$ cat config.mk
export PLATFORM = sky130hd
export DESIGN_NAME = uart_mmio
export DESIGN_NICKNAME = d
export VERILOG_FILES = /design/src/rtl/uart_mmio.sv
export SDC_FILE = /design/constraint.sdc
export NUM_CORES = 1
export LEC_CHECK = 0
export ABC_CLOCK_PERIOD_IN_PS = 2750
export CORE_ASPECT_RATIO = 1.1
export CORE_MARGIN = 2
export CORE_UTILIZATION = 24
export CTS_CLUSTER_SIZE = 24
export DETAILED_ROUTE_END_ITERATION = 16
export GPL_ROUTABILITY_DRIVEN = 0
export GPL_TIMING_DRIVEN = 0
export PLACE_DENSITY_LB_ADDON = 0.25
export SLEW_MARGIN = 10
export SYNTH_ARGS = -nofsm -noshare
export SYNTH_HDL_FRONTEND = slang
export SYNTH_SLANG_ARGS = --single-unit
$ cat constraint.sdc
create_clock -name clk -period 2.75 [get_ports clk]
set_input_delay 0.55 -clock clk [delete_from_list [all_inputs] [get_ports clk]]
set_output_delay 0.55 -clock clk [all_outputs]
set_load 0.02 [all_outputs]
$ cat src/rtl/uart_mmio.sv
// uart_mmio: memory-mapped register front end for a byte UART core.
//
// Converts single-beat bus loads/stores into UART register accesses and
// buffers transmit and receive bytes in two FIFOs. Every access is
// acknowledged with a one-cycle Ready pulse on the cycle after it is accepted.
//
// Register map (decoded from address[3:2]):
//   0 TXDATA (W)      push write_data[7:0] into the TX FIFO (dropped if full)
//   1 RXDATA (R)      pop the RX FIFO head, zero-extended (32'h0 if empty)
//   2 STATUS (R/W1C)  [0] tx_full [1] tx_empty [2] rx_empty [3] rx_full
//                     [4] rx_overrun (sticky, write 1 to clear) [8] tx_ie
//   3 BAUD   (R/W)    baud divisor, bits [15:0]
//
// Ports:
//   clk, rst                       clock, synchronous active-high reset
//   address, write_data            bus address / store data
//   MemWrite, MemRead, MemSize     bus request (MemSize is not decoded)
//   data_out, Ready                load data and one-cycle acknowledge
//   tx_data, tx_start, tx_ready    transmit handshake to the UART core
//   rx_data, rx_ready              receive byte and byte-received flag
//   baud_div                       baud divisor to the UART core
//   irq                            interrupt request (only with UART_MMIO_IRQ_EN)
//
// Build option: define UART_MMIO_IRQ_EN to add the irq output and the tx_ie
// enable at STATUS bit 8. Without it, bit 8 reads 0 and ignores writes.

module uart_mmio #(
  parameter int          FIFO_DEPTH   = 16,
  parameter logic [15:0] BAUD_DEFAULT = 16'd868
) (
  input  logic        clk,
  input  logic        rst,
  input  logic [31:0] address,
  input  logic [31:0] write_data,
  input  logic        MemWrite,
  input  logic        MemRead,
  input  logic [1:0]  MemSize,
  output logic [31:0] data_out,
  output logic        Ready,
  output logic [7:0]  tx_data,
  output logic        tx_start,
  input  logic        tx_ready,
  input  logic [7:0]  rx_data,
  input  logic        rx_ready,
  output logic [15:0] baud_div
`ifdef UART_MMIO_IRQ_EN
  ,
  output logic        irq
`endif
);

  localparam int PW = $clog2(FIFO_DEPTH);
  localparam logic [PW:0] PTR_ONE = {{PW{1'b0}}, 1'b1};

  typedef enum logic {B_IDLE, B_ACK} bus_state_t;
  typedef enum logic [1:0] {T_IDLE, T_LAUNCH, T_WAIT, T_DRAIN} tx_state_t;

  bus_state_t  bus_q, bus_d;
  tx_state_t   txs_q, txs_d;
  logic [PW:0] tx_wr_q, tx_wr_d, tx_rd_q, tx_rd_d;
  logic [PW:0] rx_wr_q, rx_wr_d, rx_rd_q, rx_rd_d;
  logic [7:0]  tx_mem_q [FIFO_DEPTH];
  logic [7:0]  rx_mem_q [FIFO_DEPTH];
  logic [31:0] data_out_q, data_out_d;
  logic        ready_q, ready_d;
  logic [7:0]  tx_data_q, tx_data_d;
  logic [15:0] baud_q, baud_d;
  logic        overrun_q, overrun_d;
  logic        rx_prev_q;
  logic        tx_ie_q, tx_ie_d;

  logic        tx_empty, tx_full, rx_empty, rx_full;
  logic        access, wr_acc, rd_acc;
  logic [1:0]  reg_sel;
  logic        tx_push, rx_pop, rx_rise, rx_push, ov_set, ov_clr;
  logic [31:0] status_word;
  logic        unused_bits;

  assign unused_bits = ^{MemSize, address[31:4], address[1:0], write_data[31:16]};

  // Full/empty come from the extra wrap bit: equal pointers mean empty,
  // equal indices with differing wrap bits mean full.
  assign tx_empty = (tx_wr_q == tx_rd_q);
  assign tx_full  = (tx_wr_q[PW] != tx_rd_q[PW]) && (tx_wr_q[PW-1:0] == tx_rd_q[PW-1:0]);
  assign rx_empty = (rx_wr_q == rx_rd_q);
  assign rx_full  = (rx_wr_q[PW] != rx_rd_q[PW]) && (rx_wr_q[PW-1:0] == rx_rd_q[PW-1:0]);

  // Writes win over reads when both request lines are high.
  assign access  = (bus_q == B_IDLE) && (MemRead || MemWrite);
  assign wr_acc  = access && MemWrite;
  assign rd_acc  = access && MemRead && !MemWrite;
  assign reg_sel = address[3:2];

  assign tx_push = wr_acc && (reg_sel == 2'd0) && !tx_full;
  assign rx_pop  = rd_acc && (reg_sel == 2'd1) && !rx_empty;
  assign rx_rise = rx_ready && !rx_prev_q;
  // Full is judged on the current count, so a same-cycle pop does not make room.
  assign rx_push = rx_rise && !rx_full;
  assign ov_set  = rx_rise && rx_full;
  assign ov_clr  = wr_acc && (reg_sel == 2'd2) && write_data[4];

  assign status_word = {23'b0, tx_ie_q, 3'b0, overrun_q, rx_full, rx_empty, tx_empty, tx_full};

  always_comb begin
    bus_d      = bus_q;
    ready_d    = 1'b0;
    data_out_d = 32'h0;
    baud_d     = baud_q;
    tx_ie_d    = tx_ie_q;
    tx_wr_d    = tx_push ? tx_wr_q + PTR_ONE : tx_wr_q;
    rx_rd_d    = rx_pop  ? rx_rd_q + PTR_ONE : rx_rd_q;
    rx_wr_d    = rx_push ? rx_wr_q + PTR_ONE : rx_wr_q;
    // A new overrun in the same cycle as a clear keeps the flag set.
    overrun_d  = ov_set ? 1'b1 : (ov_clr ? 1'b0 : overrun_q);

    case (bus_q)
      B_IDLE: begin
        if (access) begin
          bus_d   = B_ACK;
          ready_d = 1'b1;
        end
      end
      default: bus_d = B_IDLE;
    endcase

    if (wr_acc && (reg_sel == 2'd3)) baud_d = write_data[15:0];
`ifdef UART_MMIO_IRQ_EN
    if (wr_acc && (reg_sel == 2'd2)) tx_ie_d = write_data[8];
`else
    tx_ie_d = 1'b0;
`endif

    if (rd_acc) begin
      case (reg_sel)
        2'd1:    data_out_d = rx_empty ? 32'h0 : {24'b0, rx_mem_q[rx_rd_q[PW-1:0]]};
        2'd2:    data_out_d = status_word;
        2'd3:    data_out_d = {16'b0, baud_q};
        default: data_out_d = 32'h0;
      endcase
    end
  end

  // Transmit drain: launch one byte, then follow the core's busy cycle
  // (tx_ready low, then high again) before looking at the FIFO once more.
  always_comb begin
    txs_d     = txs_q;
    tx_data_d = tx_data_q;
    tx_rd_d   = tx_rd_q;
    case (txs_q)
      T_IDLE: begin
        if (!tx_empty && tx_ready) begin
          txs_d     = T_LAUNCH;
          tx_data_d = tx_mem_q[tx_rd_q[PW-1:0]];
        end
      end
      T_LAUNCH: begin
        tx_rd_d = tx_rd_q + PTR_ONE;
        txs_d   = T_WAIT;
      end
      T_WAIT:  if (!tx_ready) txs_d = T_DRAIN;
      T_DRAIN: if (tx_ready)  txs_d = T_IDLE;
      default: txs_d = T_IDLE;
    endcase
  end

  always_ff @(posedge clk) begin
    if (rst) begin
      bus_q      <= B_IDLE;
      txs_q      <= T_IDLE;
      tx_wr_q    <= '0;
      tx_rd_q    <= '0;
      rx_wr_q    <= '0;
      rx_rd_q    <= '0;
      data_out_q <= 32'h0;
      ready_q    <= 1'b0;
      tx_data_q  <= 8'h0;
      baud_q     <= BAUD_DEFAULT;
      overrun_q  <= 1'b0;
      rx_prev_q  <= 1'b0;
      tx_ie_q    <= 1'b0;
    end else begin
      bus_q      <= bus_d;
      txs_q      <= txs_d;
      tx_wr_q    <= tx_wr_d;
      tx_rd_q    <= tx_rd_d;
      rx_wr_q    <= rx_wr_d;
      rx_rd_q    <= rx_rd_d;
      data_out_q <= data_out_d;
      ready_q    <= ready_d;
      tx_data_q  <= tx_data_d;
      baud_q     <= baud_d;
      overrun_q  <= overrun_d;
      rx_prev_q  <= rx_ready;
      tx_ie_q    <= tx_ie_d;
    end
  end

  // FIFO storage carries no reset; the pointers define what is valid.
  always_ff @(posedge clk) begin
    if (tx_push) tx_mem_q[tx_wr_q[PW-1:0]] <= write_data[7:0];
    if (rx_push) rx_mem_q[rx_wr_q[PW-1:0]] <= rx_data;
  end

  assign data_out = data_out_q;
  assign Ready    = ready_q;
  assign tx_data  = tx_data_q;
  assign tx_start = (txs_q == T_LAUNCH);
  assign baud_div = baud_q;
`ifdef UART_MMIO_IRQ_EN
  assign irq = !rx_empty || overrun_q || (tx_empty && tx_ie_q);
`endif

endmodule
==> Word-level counts from Yosys, hierarchy flattened <==
Memories as Yosys holds them, arrays and structs flattened. A register that Yosys moved wholly into a read port is not among the register bits.
Index checks and enable logic that the tools add are counted.
W data, S select, Z words.
{ "word_totals": {"regBits": 73, "mem_bits_rw": 256, "in_bits": 80, "wordCells": 79, "mem_count": 2} }
{ "classes": {"addsub": 4, "n_eq_ne": 15, "mux": 15, "bitwise": 2, "reduce_logical": 31} }
{ "mem_list": {"columns": ["name", "depth", "width", "rd", "rd_clocked_by_memory_dff", "write_ports", "line_no", "text"], "rows": [
  ["rx_mem_q", 16, 8, 1, 1, 1, "63", "logic [7:0] rx_mem_q [FIFO_DEPTH];"],
  ["tx_mem_q", 16, 8, 1, 1, 1, "62", "logic [7:0] tx_mem_q [FIFO_DEPTH];"]
]} }
{ "op_table": {"columns": ["operator", "count"], "rows": [
  ["$pmux W16 S3", 1],
  ["$add A5 B1 Y5 const B", 4],
  ["$logic_and A1 B1 Y1", 17],
  ["$eq A5 B5 Y1", 2],
  ["$eq A2 B2 Y1 const B", 4],
  ["$eq A4 B4 Y1", 2],
  ["$mux W4", 2],
  ["$mux W8", 1],
  ["$pmux W2 S4", 1],
  ["$mux W1", 7],
  ["$logic_not A1 Y1", 6],
  ["$mux W2", 3],
  ["$ne A2 B2 Y1 const B", 3],
  ["$eq A2 B1 Y1 const B", 2],
  ["$logic_not A2 Y1", 2],
  ["$reduce_or A2 Y1", 2],
  ["$reduce_and A3 Y1", 1],
  ["$ne A1 B1 Y1", 2],
  ["$not A1 Y1", 2],
  ["$reduce_and A2 Y1", 1],
  ["$reduce_bool A2 Y1", 1],
  ["$logic_or A1 B1 Y1", 1]
]} }

==> Depth between registers and ports, before layout <==
Gate-level depths: netlist of run 1.
{ "logic_depth": {"depth_word": 8, "ltp_mapped": 7, "mapped_depth_nobuf": 7} }

==> Worst setup path before layout of run 1 <==
OpenSTA, ideal clock, no wires.
{ "synth_path": {"path_kind": "flip-flop to flip-flop", "start": "reg tx_rd_q[1]", "end": "mem tx_mem_q[1][0], enable pin", "setup_time_ps": 383, "arrival_ps": 2227, "path_slack_ps": 139, "path_stages_with_launch": 8, "n_path_buf": 2, "path_cell_list": "dfxtp_1 -> buf_2 -> xor2_1 -> nor4_4 -> a2111oi_4 -> buf_2 -> nand2_1 -> nor3_1"} }
{ "synth_via": {"elab_chain_cells": 6} }
{ "synth_lines": {"columns": ["item", "line_no", "text"], "rows": [
  ["from (decl)", "60", "logic [PW:0] tx_wr_q, tx_wr_d, tx_rd_q, tx_rd_d;"],
  ["from (signal assigned)", "185", "tx_rd_q <= tx_rd_d;"],
  ["$eq A4 B4 Y1", "84", "assign tx_full = (tx_wr_q[PW] != tx_rd_q[PW]) && (tx_wr_q[PW-1:0] == tx_rd_q[PW-1:0]);"],
  ["$logic_and A1 B1 Y1", "84", null],
  ["$logic_not A1 Y1", "94", "assign tx_push = wr_acc && (reg_sel == 2'd0) && !tx_full;"],
  ["$logic_and A1 B1 Y1", "94", null],
  ["$mux W1", "200", "if (tx_push) tx_mem_q[tx_wr_q[PW-1:0]] <= write_data[7:0];"],
  ["$mux W1 (implied by the code)", "200", null],
  ["to (decl)", "62", null]
]} }
No other way between the ends.

==> Worst setup path after layout of run 1 <==
{ "layout_path": {"start": "in rx_ready", "end": "mem rx_mem_q[6][2], enable pin"} }
{ "layout_via": {"elab_chain_cells": 4} }
{ "layout_lines": {"columns": ["item", "line_no", "text"], "rows": [
  ["from (decl)", "44", "input logic rx_ready,"],
  ["$logic_and A1 B1 Y1", "96", "assign rx_rise = rx_ready && !rx_prev_q;"],
  ["$logic_and A1 B1 Y1", "98", "assign rx_push = rx_rise && !rx_full;"],
  ["$mux W1", "201", "if (rx_push) rx_mem_q[rx_wr_q[PW-1:0]] <= rx_data;"],
  ["$mux W1 (implied by the code)", "201", null],
  ["to (decl)", "63", null]
]} }
No other way between the ends.

==> results of run 1 <==
==> path summary, 6_finish.rpt <==
| kind | end | cells after the start |
|---|---|---|
| setup / recovery | rx_mem_q[6][2]$_DFFE_PP_ | 5 |
| hold / removal | baud_div[10]$_SDFFE_PP0P_ | 2 |
| setup reg to reg | data_out[3]$_SDFF_PP0_ | 6 |
| hold reg to reg | baud_div[10]$_SDFFE_PP0P_ | 2 |
==> cell families after synthesis <==
logic type                 share of synthesized area (%)
DFF                                                 70.9
adders and majority gates                           1.37
buffers and inverters                               2.51
other                                             0.0293
xor gates and xnor gates                            1.57
AOI/OAI and AO/OA                                   4.35
muxes                                               12.3
and+or+nand+nor                                     7.02
==> cells in the mapped netlist, types with 4 or more instances <==
| cell | number | area share, % |
|---|---|---|
| sky130_fd_sc_hd__a21oi_1 | 15 | 0.59 |
| sky130_fd_sc_hd__a22o_1 | 16 | 1.1 |
| sky130_fd_sc_hd__a22oi_1 | 16 | 0.94 |
| sky130_fd_sc_hd__and2_1 | 12 | 0.59 |
| sky130_fd_sc_hd__and3_1 | 26 | 1.3 |
| sky130_fd_sc_hd__buf_1 | 5 | 0.15 |
| sky130_fd_sc_hd__buf_2 | 10 | 0.39 |
| sky130_fd_sc_hd__buf_4 | 18 | 1.1 |
| sky130_fd_sc_hd__clkbuf_1 | 22 | 0.65 |
| sky130_fd_sc_hd__dfxtp_1 | 69 | 11 |
| sky130_fd_sc_hd__edfxtp_1 | 256 | 60 |
| sky130_fd_sc_hd__ha_1 | 14 | 1.4 |
| sky130_fd_sc_hd__inv_1 | 8 | 0.23 |
| sky130_fd_sc_hd__mux2i_1 | 7 | 0.55 |
| sky130_fd_sc_hd__mux4_2 | 64 | 11 |
| sky130_fd_sc_hd__nand2_1 | 57 | 1.7 |
| sky130_fd_sc_hd__nand3b_1 | 5 | 0.29 |
| sky130_fd_sc_hd__nand4_1 | 5 | 0.24 |
| sky130_fd_sc_hd__nor2_1 | 34 | 1.0 |
| sky130_fd_sc_hd__nor2b_1 | 18 | 0.88 |
| sky130_fd_sc_hd__nor3_1 | 7 | 0.27 |
| sky130_fd_sc_hd__o21ai_0 | 4 | 0.16 |
| sky130_fd_sc_hd__o22ai_1 | 12 | 0.59 |
| sky130_fd_sc_hd__xnor2_1 | 9 | 0.62 |
| sky130_fd_sc_hd__xor2_1 | 14 | 0.96 |
==> power groups by stage <==
| stage | sequential (mW) | clock (mW) | combinational [mW] |
|---|---|---|---|
| floorplan | 5.55 | 0 | 0.567 |
| CTS | 5.42 | 4.91 | 1.01 |
| finish | 5.42 | 4.79 | 0.985 |
| global placement | 5.52 | 0 | 0.994 |
| detailed placement | 5.52 | 0 | 1.00 |
| global route | 5.42 | 5.10 | 1.08 |
==> timing repair <==
action,CTS,global route
resized for setup,2,1
pin swaps,1,0
setup endpoints to repair,70,80
buffers inserted,1,0
==> layout make-up <==
class | count | share of cell area [%]
sequential | 325 | 57.9
multi-input combinational | 383 | 22.3
clock buffer | 48 | 6.37
tap | 675 | 5.39
timing repair buffer | 76 | 4.81
buffer | 56 | 1.86
clock inverter | 19 | 1.15
inverter | 8 | 0.192
==> metal layers <==
metal	global-route usage (%)	up-vias
li1	-	3170
met1	14.1	3476
met2	19.1	116
met3	1.98	33
met4	3.04	0
met5	0	-
==> through the flow <==
stage / area [um^2] / util, % / setup slack (ns) / setup TNS [ns] / instances
global placement: 14400 / 27.5 / -1.32 / -130.44 / 1520
CTS: 15700 / 29.8 / 0.00140 / 0 / 1590
finish: 15700 / 29.8 / 0.186 / 0 / 1590
global route: 15700 / 29.8 / 0.0155 / 0 / 1590
detailed placement: 14500 / 27.5 / -0.741 / -104.99 / 1522
floorplan: 12800 / - / 0.139 / 0 / 772
==> worst register-to-register path: cells and delay by family, from the launching register on <==
family	cells	cell delay (ns)
buf+inv	2	0.72
compound gates	2	0.62
mux	1	0.59
flops	1	0.32
simple gates	1	0.14
==> flip-flops by register name (all words and copies together) (netlist names), named ones only <==
name / flops
Ready: 1
baud_div: 16
data_out: 16
overrun_q: 1
rx_mem_q: 128
rx_prev_q: 1
rx_rd_q: 5
rx_wr_q: 5
tx_data: 8
tx_mem_q: 128
tx_rd_q: 5
tx_wr_q: 5
txs_q: 2
==> results.yml, run 1 <==
floorplanning:
  rows: 88
  dieWidth_um: 224
  boundaryPins: 138
  floorplan.initialDensity_pct: 24.4
  die-area_mm2: 0.0552
  core-area_mm2: 0.0525
  die_h_um: 246
route:
  detail_route.wl_per_cell_um: 19.0
  detail_route.first_pass.iterations: 4
  met3_wirelength_um: 1170
  vias: 6795
  top_layer: "met4"
  route.layer.met1.wl_um: 13300
  drt_drc_violations_left: 0
  starting_drt_drc_count: 345
  routed_wire_length_um: 30100
  routed_via_density: 4.27
  ant_nets: 0
  wl_met2_um: 15100
yosys:
  count_of_mapped_cells_out_of_synthesis: 757
  synth.lib_cells_used.distinct: 45
  synth_sequential_area_ratio_pct: 70.9
  average_instance_area_after_synthesis_um2: 16.9
  synthesis.area_mm2: 0.0128
  synth-seq-cells: 325
  postSynth.topFlopCell: "sky130_fd_sc_hd__edfxtp_1"
  yosysWarnings: 0
  synth_async_sr_flop_share_pct: 0
  synth-edff-count: 256
timing:
  clock.fmax_mhz: 390
  tcrit_tclk_final_pct: 93.2
  min_period_ns: 2.56
  clock-skew-final_ns: 0.0206
  final-max-slew-violation-count: 0
  setup_violations: 0
  worst-slew-pin-transition_ns: 1.14
  hold_viol: 0
  maxSlewHeadroom_pct: 24.1
  rsz0062_at_grt: "false"
  hold-worst-slack_ns: 0.470
setup_path:
  timing.critical_path.max_delay_family: "buffers and inverters"
  ws_path_type: "in2reg"
  worstPathMaxFanout: 10
  cp_data_required_time_ns: 2.91
  timing.critical_path.slowest_stage_cell: "sky130_fd_sc_hd__clkdlybuf4s50_1"
  worst_ep_arrival_time_ns: 2.72
  crit_start: "rx_ready"
  worst-path-buf-inv: 2
  worstSetupEndpointType: "flop"
  r2r_setup_slack_ns: 0.27
  crit_chain: "clkdlybuf4s50_1 > nor2b_1 > a21boi_2 > clkbuf_1 > and3_1"
  critical_path.startpoint_type: "primary input"
  critical-path-max-stage-delay_ns: 0.58
grt:
  global_route.overflow_total: 0
  grt_pass1_vias: 7055
  initial_antenna_violation_count: 0
  grt_first_pass_wirelength_um: 45100
  grt_max_degree: 19
  globalRouteTotalUtil_pct: 11.0
power_and_ir_drop:
  power.share.switching_pct: 22.8
  p_comb_share_pct: 8.8
  power_density_mw_per_mm2: 715
  fin_total_pwr_mw: 11.2
  power.switching_mw: 2.55
  p_int_mw: 8.65
  total_leakage_power_nw: 5.17
  seq_power_share_pct: 48.4
  ir_drop_worst_vdd_uv: 332
  clkPwrFrac_pct: 42.8
final_layout:
  layout_commonest_cell: "sky130_fd_sc_hd__edfxtp_1"
  multiInputGateArea_mm2: 0.00350
  num-nets-final: 981
  area_growth_syn_to_layout_pct: 22.5
  fillers: 5196
  post_route_cells_drive_above_1_share_pct: 17.4
  num_antenna_cells: 0
  most-common-layout-cells: "sky130_fd_sc_hd__edfxtp_1 (256), sky130_fd_sc_hd__clkdlybuf4s50_1 (73), sky130_fd_sc_hd__dfxtp_1 (69)"
  layout.area.seq_mm2: 0.00907
clock_tree:
  cts_max_path_buffers: 3
  clkLatencyLatePin_ns: 0.53
  clock_sink_count: 325
  tritoncts: "yes"
  tritoncts.num_buffers: 37
  h-tree-depth: 2
  postCtsHoldBufs: 0
  buffer_cell_driving_the_clock_tree_root: "sky130_fd_sc_hd__clkbuf_16"
  path_clk_slew_ns: 0.06
run:
  cap_violations: 0
run_status:
  run_status: "completed"
hold_path:
  hold_path.class: "reg2reg"
  min-delay-start: "baud_div[10]$_SDFFE_PP0P_"
place:
  dp_hpwl_um: 21000
  buffer_ports.inserted: 73
Power figures use the tool's default switching activity.
==> inputs of run 2 (changes only) <==
PLACE_DENSITY = 0.52   (was not set)
PLACE_DENSITY_LB_ADDON = not set   (was 0.25)
==> run 2 against run 1 <==
Compared with the run above:
- sequential share of layout area fell by 0.59 points
- power rose by 1.9%
- sequential power barely moved
- register-to-register slack got worse by 0.09 ns
- clock power rose by 4.4%
- via count rose by 1.8%
- clock skew fell by 0.0043 ns
- cell area rose by 1.0%
- core utilization rose by 0.31 points
- global-route usage barely moved
- critical endpoint is now rx_mem_q[4][2]$_DFFE_PP_
- worst setup slack got worse by 0.034 ns
- worst hold slack improved by 0.0060 ns
==> results.yml, run 2 (synthesis gave the netlist of run 1 again) <==
clock_tree:
  cts_max_path_buffers: 3
  tritoncts.num_buffers: 37
  buffer_cell_driving_the_clock_tree_root: "sky130_fd_sc_hd__clkbuf_16"
  path_clk_slew_ns: 0.06
  clock_sink_count: 325
  clkLatencyLatePin_ns: 0.55
  h-tree-depth: 2
  tritoncts: "yes"
  postCtsHoldBufs: 0
setup_path:
  timing.critical_path.slowest_stage_cell: "sky130_fd_sc_hd__clkdlybuf4s50_1"
  crit_chain: "clkdlybuf4s50_1 > nor2b_1 > a21boi_2 > clkbuf_1 > and3_1"
  critical-path-max-stage-delay_ns: 0.58
  worst_ep_arrival_time_ns: 2.77
  worstPathMaxFanout: 10
  ff2ff_path_depth: 7
  worstSetupEndpointType: "flop"
  critical_path.startpoint_type: "primary input"
  cp_data_required_time_ns: 2.93
  ws_path_type: "in2reg"
final_layout:
  area_growth_syn_to_layout_pct: 23.7
  fin_cells: 1596
  finished_core_util_pct: 30.1
  num_antenna_cells: 0
  layout_commonest_cell: "sky130_fd_sc_hd__edfxtp_1"
  num-nets-final: 986
  post_route_cells_drive_above_1_share_pct: 18.3
  most-common-layout-cells: "sky130_fd_sc_hd__edfxtp_1 (256), sky130_fd_sc_hd__clkdlybuf4s50_1 (73), sky130_fd_sc_hd__dfxtp_1 (69)"
timing:
  final-max-slew-violation-count: 0
  maxSlewHeadroom_pct: 25.7
  tcrit_tclk_final_pct: 94.5
  worst-slew-pin-transition_ns: 1.11
  setup_total_negative_slack_ns: 0
  hold_viol: 0
  rsz0062_at_grt: "false"
  clock.fmax_mhz: 385
  clock-skew-final_ns: 0.0164
  min_period_ns: 2.60
  setup_violations: 0
hold_path:
  hold_path.class: "reg2reg"
  worst_hold_path.num_cells: 2
grt:
  initial_antenna_violation_count: 0
  grt_pass1_vias: 7127
  grt_max_degree: 19
  globalRouteTotalUtil_pct: 11.0
  grt_first_pass_wirelength_um: 45100
  global_route.overflow_total: 0
floorplanning:
  dieWidth_um: 224
  die_h_um: 246
  floorplan.initialDensity_pct: 24.4
  boundaryPins: 138
  core-area_mm2: 0.0525
  die-area_mm2: 0.0552
  rows: 88
route:
  starting_drt_drc_count: 363
  vias: 6914
  detail_route.wl_per_cell_um: 19.0
  drt_drc_violations_left: 0
  routed_wire_length_um: 30300
  ant_nets: 0
  routed_via_density: 4.33
  detail_route.first_pass.iterations: 5
power_and_ir_drop:
  power_density_mw_per_mm2: 720
  ir_drop_worst_vdd_uv: 342
  fin_total_pwr_mw: 11.4
  total_leakage_power_nw: 5.22
place:
  buffer_ports.inserted: 73
  dp_cells: 1520
  dp_hpwl_um: 20700
run_status:
  run_status: "completed"
run:
  cap_violations: 0
-- run 2: changes by cell type in the layout (fill, tap and decap cells not counted), sizes merged --
cell      before  now
clkbuf        71   79
clkinv        13    6
buf           36   41
bufinv         3    5
clkinvlp       2    0
-- run 2: final timing paths --
path	start	endpoint	slack [ns]
worst min-delay path	baud_div[14]$_SDFFE_PP0P_	baud_div[14]$_SDFFE_PP0P_	0.48
worst max-delay path	rx_ready	rx_mem_q[4][2]$_DFFE_PP_	0.15
worst max register to register	tx_wr_q[3]$_SDFFE_PP0P_	tx_mem_q[6][2]$_DFFE_PP_	0.18
worst min register to register	baud_div[14]$_SDFFE_PP0P_	baud_div[14]$_SDFFE_PP0P_	0.48
-- run 2: cell type report --
| type | count | area, um^2 |
|---|---|---|
| Tap cell | 675 | 845 |
| Sequential cell | 325 | 9070 |
| Clock inverter | 12 | 216 |
| Buffer | 56 | 292 |
| Timing Repair Buffer | 81 | 841 |
| Inverter | 8 | 30.0 |
| Clock buffer | 56 | 1020 |
| Fill cell | 5208 | 36700 |
| Multi-Input combinational cell | 383 | 3520 |
-- run 2: what timing repair did --
action	4_1_cts	5_1_grt
endpoints found under the setup margin	49	169
buffers inserted	2	6
pin swaps	3	3
gates cloned	0	0
resized for setup	5	6
-- run 2: routing by layer --
layer | up-vias | routed length [um] | global-route usage (%)
met3 | 26 | 1230 | 2.11
li1 | 3181 | - | -
met2 | 147 | 15200 | 18.9
met4 | 0 | 446 | 2.94
met1 | 3560 | 13400 | 14.1
met5 | - | 0 | 0
-- run 2: power by group --
group          total [mW]  switching (mW)  internal [mW]
combinational       0.983           0.556          0.427
sequential           5.42          0.0457           5.37
clock                5.00            1.95           3.05
-- run 2: critical path: cells and delay by family --
family / cells / cell delay, ns
buffers and inverters: 2 / 0.87
AOI/OAI and AO/OA: 1 / 0.44
and+or+nand+nor: 2 / 0.90
-- run 2: metrics by stage --
stage	instance area [um^2]	setup slack [ns]	hold WS, ns
after floorplan	12800	0.139	0.446
after global placement	14400	-1.15	0.465
after detailed placement	14500	-0.728	0.466
after global routing	15800	0.00170	0.494
final	15800	0.152	0.476
after CTS	15800	0.00580	0.477
==> inputs of run 3 (changes only) <==
--- a/config.mk
+++ b/config.mk
@@ -7,4 +7,5 @@
 export LEC_CHECK = 0
 export ABC_CLOCK_PERIOD_IN_PS = 2750
+export CAP_MARGIN = 0
 export CORE_ASPECT_RATIO = 1.1
 export CORE_MARGIN = 2
==> constraint.sdc (replaced) <==
create_clock -name clk -period 2.75 [get_ports clk]
set_input_delay 0.825 -clock clk [delete_from_list [all_inputs] [get_ports clk]]
set_output_delay 0.825 -clock clk [all_outputs]
set_load 0.02 [all_outputs]
==> run 3 against run 2 <==
Compared with the run above:
- die area stayed put
- via count is 0.62% lower
- combinational power hardly changed
- clock power hardly changed
- sequential share of layout area is 0.10 points higher
- highest routed layer unchanged
- wire length is 0.12% higher
- sequential cell count stayed put
- critical path depth stayed put
- count of clock-buffer cells in the layout stayed put
- power hardly changed
- worst hold slack hardly changed
==> results.yml, run 3 (synthesis gave the netlist of run 1 again) <==
timing:
  min_period_ns: 2.55
  clock-skew-final_ns: 0.0167
  setup_violations: 0
  final-max-slew-violation-count: 0
  hold_viol: 0
  tcrit_tclk_final_pct: 92.9
  worst-slew-pin-transition_ns: 0.934
  hold-worst-slack_ns: 0.475
  clock.fmax_mhz: 392
  maxSlewHeadroom_pct: 37.5
  worst_slack_ns: 0.196
  rsz0062_at_grt: "false"
final_layout:
  fillers: 5203
  area_growth_syn_to_layout_pct: 23.5
  num-nets-final: 983
  num_antenna_cells: 0
  finished_core_util_pct: 30.1
  most-common-layout-cells: "sky130_fd_sc_hd__edfxtp_1 (256), sky130_fd_sc_hd__clkdlybuf4s50_1 (72), sky130_fd_sc_hd__dfxtp_1 (69)"
  fin_cells: 1593
  layout_commonest_cell: "sky130_fd_sc_hd__edfxtp_1"
  post_route_cells_drive_above_1_share_pct: 18.8
setup_path:
  ws_path_type: "in2reg"
  worstPathMaxFanout: 10
  cp_data_required_time_ns: 3.15
  r2r_setup_slack_ns: 0.25
  timing.critical_path.slowest_stage_cell: "sky130_fd_sc_hd__clkdlybuf4s50_1"
  crit_chain: "clkdlybuf4s50_1 > clkbuf_1 > clkbuf_1 > clkbuf_1 > nor2_1"
  critical_path.startpoint_type: "primary input"
  worst_ep_arrival_time_ns: 2.95
  crit-reg2reg-launch: "tx_wr_q[3]$_SDFFE_PP0P_"
  crit_start: "rst"
  cpMostUsedCell: "sky130_fd_sc_hd__clkbuf_1"
  critical-path-max-stage-delay_ns: 0.67
  worstSetupEndpointType: "flop"
power_and_ir_drop:
  p_int_mw: 8.84
  ir_drop_worst_vdd_uv: 346
  seq_power_share_pct: 47.5
  power.switching_mw: 2.56
  p_comb_share_pct: 8.6
  power_density_mw_per_mm2: 721
  total_leakage_power_nw: 5.20
  power.share.switching_pct: 22.4
  clkPwrFrac_pct: 43.9
run_status:
  run_status: "completed"
clock_tree:
  tritoncts.num_buffers: 37
  tritoncts: "yes"
  h-tree-depth: 2
  clock_sink_count: 325
  path_clk_slew_ns: 0.06
  buffer_cell_driving_the_clock_tree_root: "sky130_fd_sc_hd__clkbuf_16"
  clkLatencyLatePin_ns: 0.55
  cts_max_path_buffers: 3
floorplanning:
  boundaryPins: 138
  die-area_mm2: 0.0552
  core-area_mm2: 0.0525
  die_h_um: 246
  dieWidth_um: 224
  rows: 88
  floorplan.initialDensity_pct: 24.4
grt:
  gr-max-usage-layer: "met2"
  grt.met3_usage_pct: 2.11
  global_route.overflow_total: 0
  grt_max_degree: 19
  grtUsageMet2_pct: 19.0
  grt_pass1_vias: 7169
  initial_antenna_violation_count: 0
  globalRouteTotalUtil_pct: 11.0
  grt_first_pass_wirelength_um: 45200
  global_route.usage.met1_pct: 14.1
route:
  vias: 6871
  routed_via_density: 4.31
  drt_drc_violations_left: 0
  ant_nets: 0
  starting_drt_drc_count: 376
  routed_wire_length_um: 30300
  detail_route.first_pass.iterations: 4
  detail_route.wl_per_cell_um: 19.0
place:
  pre_cts_slack_ns: -1.00
  buffer_ports.inserted: 73
  dp_cells: 1520
  dp_hpwl_um: 20700
hold_path:
  min-delay-start: "baud_div[14]$_SDFFE_PP0P_"
  hold_path.class: "reg2reg"
run:
  cap_violations: 0
-- run 3: cell types whose count changed in the layout (fill, tap and decap cells not counted), sizes merged --
cell | before | now
buf | 41 | 38
clkdlybuf4s50 | 73 | 72
dlygate4sd2 | 0 | 1
-- run 3: per-stage QoR --
| step | TNS, ns | power (mW) | area (um^2) |
|---|---|---|---|
| after CTS | 0 | 11.6 | 15800 |
| after global placement | -202.82 | 6.50 | 14400 |
| after detailed placement | -189.53 | 6.51 | 14500 |
| after global routing | 0 | 11.8 | 15800 |
| final | 0 | 11.4 | 15800 |
| after floorplan | 0 | 6.12 | 12800 |
-- run 3: critical path, delay by kind of cell --
kind	cells	cell delay, ns
buffers and inverters	4	1.99
and+or+nand+nor	1	0.14
-- run 3: worst paths after layout --
check	to	cells after the start
worst max-delay path	flop	5
worst min register to register	baud_div[14]$_SDFFE_PP0P_	2
worst min-delay path	baud_div[14]$_SDFFE_PP0P_	2
worst max register to register	tx_mem_q[6][2]$_DFFE_PP_	7
-- run 3: cell type report --
type / instances / area, um^2 / share of cell area (%)
plain buffers: 56 / 292 / 1.84
clock buffers: 56 / 1020 / 6.44
clock inverters: 12 / 216 / 1.37
inverters: 8 / 30.0 / 0.190
multi-input cells: 383 / 3540 / 22.4
flip-flops and latches: 325 / 9070 / 57.4
well taps: 675 / 845 / 5.34
repair buffers: 78 / 792 / 5.01
-- run 3: what timing repair did --
item                                    in CTS  in global routing
pin swaps                                    3                  0
hold buffers                                 0                  0
setup buffers                                5                  0
resized for setup                           16                  4
endpoints found under the setup margin     170                105
-- run 3: per-layer routing --
layer | wire length, um | vias to the layer above | part of all wire (%)
li1 | - | 3172 | -
met1 | 13400 | 3532 | 44
met2 | 15000 | 138 | 50
met3 | 1420 | 29 | 4.7
met4 | 444 | 0 | 1.5
met5 | 0 | - | 0
-- run 3: power by group through the flow --
| stage | clock, mW | sequential, mW | combinational, mW |
|---|---|---|---|
| floorplan | 0 | 5.55 | 0.567 |
| global placement | 0 | 5.52 | 0.981 |
| detailed placement | 0 | 5.52 | 0.991 |
| CTS | 5.14 | 5.42 | 1.00 |
| global route | 5.34 | 5.43 | 1.07 |
| finish | 5.00 | 5.42 | 0.981 |
